## src/rtl/egg_timer_pkg.sv

```systemverilog
// Shared types and constants for the egg timer countdown engine.
// Digits are BCD; the helpers wrap a single digit at a given maximum.
package egg_timer_pkg;

  typedef enum logic [1:0] {
    ST_SET   = 2'd0,
    ST_RUN   = 2'd1,
    ST_PAUSE = 2'd2,
    ST_ALARM = 2'd3
  } state_t;

  typedef logic [3:0] bcd_t;

  localparam bcd_t SEC_TENS_MAX = 4'd5;
  localparam bcd_t DIGIT_MAX    = 4'd9;

  function automatic bcd_t bcd_wrap_inc(input bcd_t d, input bcd_t max);
    return (d == max) ? 4'd0 : d + 4'd1;
  endfunction

  function automatic bcd_t bcd_wrap_dec(input bcd_t d, input bcd_t max);
    return (d == 4'd0) ? max : d - 4'd1;
  endfunction

endpackage

```

## src/rtl/egg_timer_prescaler.sv

```systemverilog
// Free-running divider: counts 0..DIV-1 while enabled, emits tick on terminal count.
// restart forces the count back to zero and overrides enable.
module egg_timer_prescaler #(
  parameter int DIV = 2
) (
  input  logic clk,
  input  logic reset_n,
  input  logic enable,
  input  logic restart,
  output logic tick
);

  localparam int CNT_W = (DIV > 2) ? $clog2(DIV) : 1;
  localparam logic [CNT_W-1:0] TERM = CNT_W'(DIV - 1);

  logic [CNT_W-1:0] cnt_q, cnt_d;

  always_comb begin
    cnt_d = cnt_q;
    if (restart) begin
      cnt_d = '0;
    end else if (enable) begin
      cnt_d = (cnt_q == TERM) ? '0 : cnt_q + CNT_W'(1);
    end
  end

  always_ff @(posedge clk or negedge reset_n) begin
    if (!reset_n) cnt_q <= '0;
    else          cnt_q <= cnt_d;
  end

  assign tick = enable && (cnt_q == TERM);

endmodule

```

## src/rtl/egg_timer_core.sv

```systemverilog
// MM:SS countdown engine: set, run/pause, alarm at 00:00, all outputs registered.
// Optional alarm blink on blank is enabled by defining EGG_TIMER_BLINK_EN.
module egg_timer_core
  import egg_timer_pkg::*;
#(
  parameter int TICK_DIV  = 50_000_000,
  parameter int BLINK_DIV = 12_500_000
) (
  input  logic       clk,
  input  logic       reset_n,
  input  logic       start_stop,
  input  logic       inc_min,
  input  logic       inc_sec,
  input  logic       clear,
  output logic [3:0] min_tens,
  output logic [3:0] min_ones,
  output logic [3:0] sec_tens,
  output logic [3:0] sec_ones,
  output logic       running,
  output logic       alarm,
  output logic       blank
);

  if (TICK_DIV < 2 || BLINK_DIV < 2) begin : g_bad_param
    $error("egg_timer_core: TICK_DIV and BLINK_DIV must be at least 2");
  end

  state_t state_q, state_d;
  bcd_t   mt_q, mo_q, st_q, so_q;
  bcd_t   mt_d, mo_d, st_d, so_d;
  bcd_t   mt_dec, mo_dec, st_dec, so_dec;
  logic   tick, time_zero, dec_zero;
  logic   b0, b1, b2;

  // Prescaler sits at zero in SET, so the first tick lands TICK_DIV cycles into RUN
  egg_timer_prescaler #(.DIV(TICK_DIV)) u_tick (
    .clk     (clk),
    .reset_n (reset_n),
    .enable  (state_q == ST_RUN),
    .restart (clear || (state_q == ST_SET)),
    .tick    (tick)
  );

  assign time_zero = ({mt_q, mo_q, st_q, so_q} == 16'h0000);

  always_comb begin
    b0     = (so_q == 4'd0);
    b1     = b0 && (st_q == 4'd0);
    b2     = b1 && (mo_q == 4'd0);
    so_dec = bcd_wrap_dec(so_q, DIGIT_MAX);
    st_dec = b0 ? bcd_wrap_dec(st_q, SEC_TENS_MAX) : st_q;
    mo_dec = b1 ? bcd_wrap_dec(mo_q, DIGIT_MAX) : mo_q;
    mt_dec = b2 ? bcd_wrap_dec(mt_q, DIGIT_MAX) : mt_q;
    dec_zero = ({mt_dec, mo_dec, st_dec, so_dec} == 16'h0000);
  end

  always_ff @(posedge clk or negedge reset_n) begin
    if (!reset_n) state_q <= ST_SET;
    else          state_q <= state_d;
  end

  always_comb begin
    state_d = state_q;
    if (clear) begin
      state_d = ST_SET;
    end else begin
      unique case (state_q)
        ST_SET:   if (start_stop && !time_zero) state_d = ST_RUN;
        ST_RUN: begin
          if (tick && dec_zero) state_d = ST_ALARM;
          else if (start_stop)  state_d = ST_PAUSE;
        end
        ST_PAUSE: if (start_stop) state_d = ST_RUN;
        ST_ALARM: if (start_stop) state_d = ST_SET;
        default:  state_d = ST_SET;
      endcase
    end
  end

  always_comb begin
    mt_d = mt_q;
    mo_d = mo_q;
    st_d = st_q;
    so_d = so_q;
    if (clear) begin
      mt_d = 4'd0;
      mo_d = 4'd0;
      st_d = 4'd0;
      so_d = 4'd0;
    end else if (state_q == ST_SET) begin
      // Seconds wrap 59->00 without carrying into minutes
      if (inc_sec) begin
        so_d = bcd_wrap_inc(so_q, DIGIT_MAX);
        if (so_q == DIGIT_MAX) st_d = bcd_wrap_inc(st_q, SEC_TENS_MAX);
      end
      if (inc_min) begin
        mo_d = bcd_wrap_inc(mo_q, DIGIT_MAX);
        if (mo_q == DIGIT_MAX) mt_d = bcd_wrap_inc(mt_q, DIGIT_MAX);
      end
    end else if (state_q == ST_RUN && tick) begin
      mt_d = mt_dec;
      mo_d = mo_dec;
      st_d = st_dec;
      so_d = so_dec;
    end
  end

  always_ff @(posedge clk or negedge reset_n) begin
    if (!reset_n) begin
      mt_q <= 4'd0;
      mo_q <= 4'd0;
      st_q <= 4'd0;
      so_q <= 4'd0;
    end else begin
      mt_q <= mt_d;
      mo_q <= mo_d;
      st_q <= st_d;
      so_q <= so_d;
    end
  end

  always_comb begin
    min_tens = mt_q;
    min_ones = mo_q;
    sec_tens = st_q;
    sec_ones = so_q;
    running  = (state_q == ST_RUN);
    alarm    = (state_q == ST_ALARM);
  end

`ifdef EGG_TIMER_BLINK_EN
  logic blink_tick;
  logic blank_q, blank_d;

  egg_timer_prescaler #(.DIV(BLINK_DIV)) u_blink (
    .clk     (clk),
    .reset_n (reset_n),
    .enable  (state_q == ST_ALARM),
    .restart (state_q != ST_ALARM),
    .tick    (blink_tick)
  );

  // Blank comes up set on the first ALARM cycle, then toggles per blink tick
  always_comb begin
    blank_d = 1'b0;
    if (state_d == ST_ALARM) begin
      blank_d = (state_q != ST_ALARM) ? 1'b1 : (blank_q ^ blink_tick);
    end
  end

  always_ff @(posedge clk or negedge reset_n) begin
    if (!reset_n) blank_q <= 1'b0;
    else          blank_q <= blank_d;
  end

  assign blank = blank_q;
`else
  assign blank = 1'b0;
`endif

endmodule

```

## config.mk

```make
export PLATFORM = sky130hd
export DESIGN_NAME = egg_timer_core
export DESIGN_NICKNAME = d
export VERILOG_FILES = /design/src/rtl/egg_timer_pkg.sv /design/src/rtl/egg_timer_prescaler.sv /design/src/rtl/egg_timer_core.sv
export SDC_FILE = /design/constraint.sdc
export NUM_CORES = 1
export LEC_CHECK = 0
export CAP_MARGIN = 20
export CORE_MARGIN = 5
export CORE_UTILIZATION = 35
export CTS_CLUSTER_SIZE = 25
export DETAILED_ROUTE_END_ITERATION = 8
export PLACE_DENSITY = 0.52
export REMOVE_ABC_BUFFERS = 1
export SKIP_CTS_REPAIR_TIMING = 1
export SYNTH_ARGS = -nofsm -noshare
export SYNTH_HDL_FRONTEND = slang
export SYNTH_SLANG_ARGS = --single-unit
```

## constraint.sdc

```tcl
create_clock -name clk -period 2.95 [get_ports clk]
set_input_delay 0.59 -clock clk [delete_from_list [all_inputs] [get_ports clk]]
set_output_delay 0.59 -clock clk [all_outputs]
set_load 0.01 [all_outputs]
```

==> reports/results.md <==
| Stage | Item | Value |
|:---|:---|:---|
| power | Worst VDD drop | 0.000438 V |
| synthesis | Yosys warning total | 0 |
| power | PwrDens | 573 mW/mm^2 |
| detailed routing | WL per Instance | 17.5 microns |
| finish | Commonest cells after routing, fill and taps aside | dfrtp_1 (44), nand2_1 (37), a21oi_1 (30), nor2_1 (24), clkdlybuf4s50_1 (22) |
| synthesis | Library cells used by synthesis | 63 |
| global routing | Global Route Usage Sum | 16.4% |
| clock tree | Buffer cell driving the clock tree root | clkbuf_8 |
| sta | Time the final worst path needs with I/O delays and setup | 2.54 ns |
| sta | Crit share post-route | 86.2% |
| sta | Worst-margin pin slew | 0.551 ns |
| sta | Worst clock skew | 0.0161 ns |
| clock tree | Clock tree from TritonCTS | yes |
| clock tree | Clock-pin slew on the worst setup and hold paths | 0.10 ns |
| global routing | Largest net degree at the start of global routing | 40 |
| detailed routing | Remaining number of nets flagged by the antenna check after routing | 0 |
| synthesis | Yosys reg bits | 44 |
| finish | Final standard cell utilization of the core | 41.7% |
| worst setup path | Family with the most delay on the worst path | simple AND/OR/NAND/NOR gates |
| power | Clk pwr share | 24.4% |
| synthesis | Share of async-settable or async-resettable flops after synthesis | 100% |
| run | Max-cap violations | 0 |
| worst setup path | Cell with the largest stage delay on the worst path | dfrtp_1 |
| detailed routing | Overall routed net length | 8.92 mm |
| finish | Sequential cell area | 0.00110 sq mm |
| power | Net Sw Power | 0.819 mW |
| clock tree | Number of clock buffers inserted by TritonCTS | 5 |
| worst setup path | Cell occurring most often along the worst timing path | a21oi_1 |
| finish | Antenna diode instance count | 0 |
| sta | WHS | 0.197 ns |
| synthesis | Cell area after technology mapping | 0.00316 sq mm |
| worst setup path | Required time worst endpoint | 3.15 ns |
| power | Internal power | 1.28 mW |
| finish | Non-Filler Cell Area, Final | 0.00366 sq mm |
| power | Proportion of total power due to net switching | 39.1% |
| synthesis | Post-synth top flop | dfrtp_1 |
| sta | Number of hold violations in the final report | 0 |
| power | Total power after layout | 2.10 mW |
| worst setup path | Longest individual stage delay on the worst path | 0.47 ns |
| sta | Fmax | 393 MHz |
| floorplan | Initial standard-cell utilization of the core | 36.1% |
| floorplan | Num rows | 34 |
| worst setup path | Cell chain of the critical path | inv_1, ha_1, or3b_1, nor3_1, a21oi_1, a21oi_1, mux2_2 |
| sta | Pins Over Slew Limit | 0 |
| finish | Fill count | 905 |
| global routing | Via count of the first global-routing pass | 2854 |
| worst setup path | Kind of end point of the critical path | flop |
| detailed routing | Detailed-route via count | 3059 |
| floorplan | Die width | 105 microns |
| sta | Tightest slew margin relative to the limit | 63.1% |
| global routing | Number of antenna violations at the first check in global routing | 0 |
| clock tree | Later-pin clock latency in the skew report | 0.31 ns |
| synthesis | Number of cells produced by synthesis | 381 |
| worst setup path | R2R Setup Slk | 0.41 ns |
| worst setup path | Critical path fanouts, max | 8 |
| finish | Area of the multi-input gates | 0.00190 sq mm |
| clock tree | Maximum root-to-sink buffer count | 2 |
| detailed routing | First DRT Iteration DRCs | 171 |
| synthesis | Post-synth EDFFs | 0 |
| detailed routing | Via density per instance | 6.00 |
| worst setup path | Buffers plus inverters on the worst setup path | 1 |
| worst setup path | Kind of start point of the critical path | flop |
| floorplan | Core area | 0.00876 sq mm |
| worst setup path | Critical path start-end classification | reg2reg |
| placed design | Global placer's final weighted congestion | 0.865 |
| detailed routing | DRC viols | 0 |
| status | Outcome | completed |
| finish | Final-stage net count | 412 |
| sta | Final setup violation count | 0 |
| sta | RSZ-0062 raised after global routing | false |
| placed design | Area after DPL | 0.00354 sq mm |
| detailed routing | First-pass iteration count of the detailed router | 6 |
| synthesis | Fraction of the yosys area taken by sequential cells | 34.9% |
| placed design | Half-perimeter wire length after detailed placement | 6.33 mm |
| power | Proportion of power drawn by flip-flops and latches | 36.4% |
| hold path | Hold/Removal Path Class | in2async |
| global routing | Grt ovf | 0 |
| floorplan | Floorplan die height | 105 microns |
| floorplan | Area of the die | 0.0110 sq mm |
| power | Leak Pwr | 1.44 nW |
| finish | Commonest non-fill, non-tap cell in the layout | dfrtp_1 |
| finish | Area growth from synthesis to layout | 15.8% |
| global routing | Wire length of the first global-routing pass | 15.2 mm |
| synthesis | Mean Syn Cell Area | 8.29 sq um |
| floorplan | Total I/O pin count | 25 |
| finish | Fraction of final layout cells sized beyond drive strength 1 | 10.4% |
| clock tree | TritonCTS Sinks | 44 |
| placed design | Total of buffers placed on input and output ports | 23 |
| clock tree | Number of levels the H-tree was split into | 2 |
| power | Comb power frac | 39.3% |
| worst setup path | Arrival time of data at the critical path endpoint | 2.74 ns |
[state kept, by name, summed over array words and instances (netlist names)]
| register | count |
|---|---|
| sec_tens | 4 |
| u_tick.cnt_q | 26 |
| min_tens | 4 |
| sec_ones | 4 |
| state_q | 2 |
| min_ones | 4 |
[cell usage after synthesis, types with 7 or more instances]
cell / number / share of area [%]
nor3_1: 8 / 1.3
nor2_1: 24 / 2.9
o21ai_0: 15 / 2.4
nor4_1: 8 / 1.6
a21oi_1: 30 / 4.8
nand2_1: 37 / 4.4
clkbuf_1: 19 / 2.3
nand3_1: 21 / 3.3
a31oi_1: 20 / 4.0
and3_1: 7 / 1.4
nor2b_1: 8 / 1.6
dfrtp_1: 44 / 35
inv_1: 14 / 1.7
nand4_1: 8 / 1.6
o22ai_1: 10 / 2.0
[worst reg2reg max path, stage by stage (launching register included)]
cell and delay [ns]:
dfrtp_1 0.47, inv_1 0.12, ha_1 0.29, or3b_1 0.46, nor3_1 0.45, a21oi_1 0.13, a21oi_1 0.15, mux2_2 0.34
[cell families after synthesis]
| kind of cell | count (synthesis) | share of synthesized area (%) |
|---|---|---|
| compound gates | 116 | 24.6 |
| xor+xnor | 7 | 1.94 |
| fa+ha+maj | 5 | 1.98 |
| buf+inv | 40 | 5.31 |
| flops | 44 | 34.9 |
| other cells | 1 | 0.119 |
| mux | 7 | 2.42 |
| simple gates | 161 | 28.8 |
[path summary, 6_finish.rpt]
kind                       cells after the start               end              from
max                                            7       min_tens[0]       sec_ones[0]
min                                            1  u_tick.cnt_q[18]           reset_n
max reg2reg                                    7       min_tens[0]       sec_ones[0]
min reg2reg                                    1  u_tick.cnt_q[23]  u_tick.cnt_q[23]
max in group asynchronous                      2  u_tick.cnt_q[11]           reset_n
min in group clk                               1  u_tick.cnt_q[23]  u_tick.cnt_q[23]
[area by class of cell]
cell class | count | area share [%]
clock buffers | 6 | 2.26
clock inverters | 2 | 1.06
inverters | 14 | 1.44
multi-input cells | 297 | 52.0
flip-flops and latches | 44 | 30.1
well taps | 108 | 3.69
repair buffers | 39 | 9.44
[metrics by stage]
step                cells  setup WS [ns]  TNS (ns)
floorplan             355         -0.264     -3.70
global placement      502          0.523         0
detailed placement    502          0.461         0
CTS                   510          0.434         0
global route          510          0.209         0
finish                510          0.406         0
[power groups by stage]
stage	Clock, mW	Combinational, mW	Sequential (mW)
global route	0.547	0.916	0.777
finish	0.511	0.824	0.762
detailed placement	0	0.818	0.772
global placement	0	0.820	0.773
CTS	0.528	0.822	0.761
floorplan	0	0.496	0.771
[routing by layer]
metal  up-vias  part of all wire (%)  wire (microns)  global-route usage, %
li1       1482                     -               -                      -
met1      1477                    48            4300                   23.3
met2        89                    47            4190                   26.1
met3        11                   3.8             337                   2.65
met4         0                   1.1              97                   4.11
met5         -                     0               0                      0
Power figures use the tool's default switching activity.
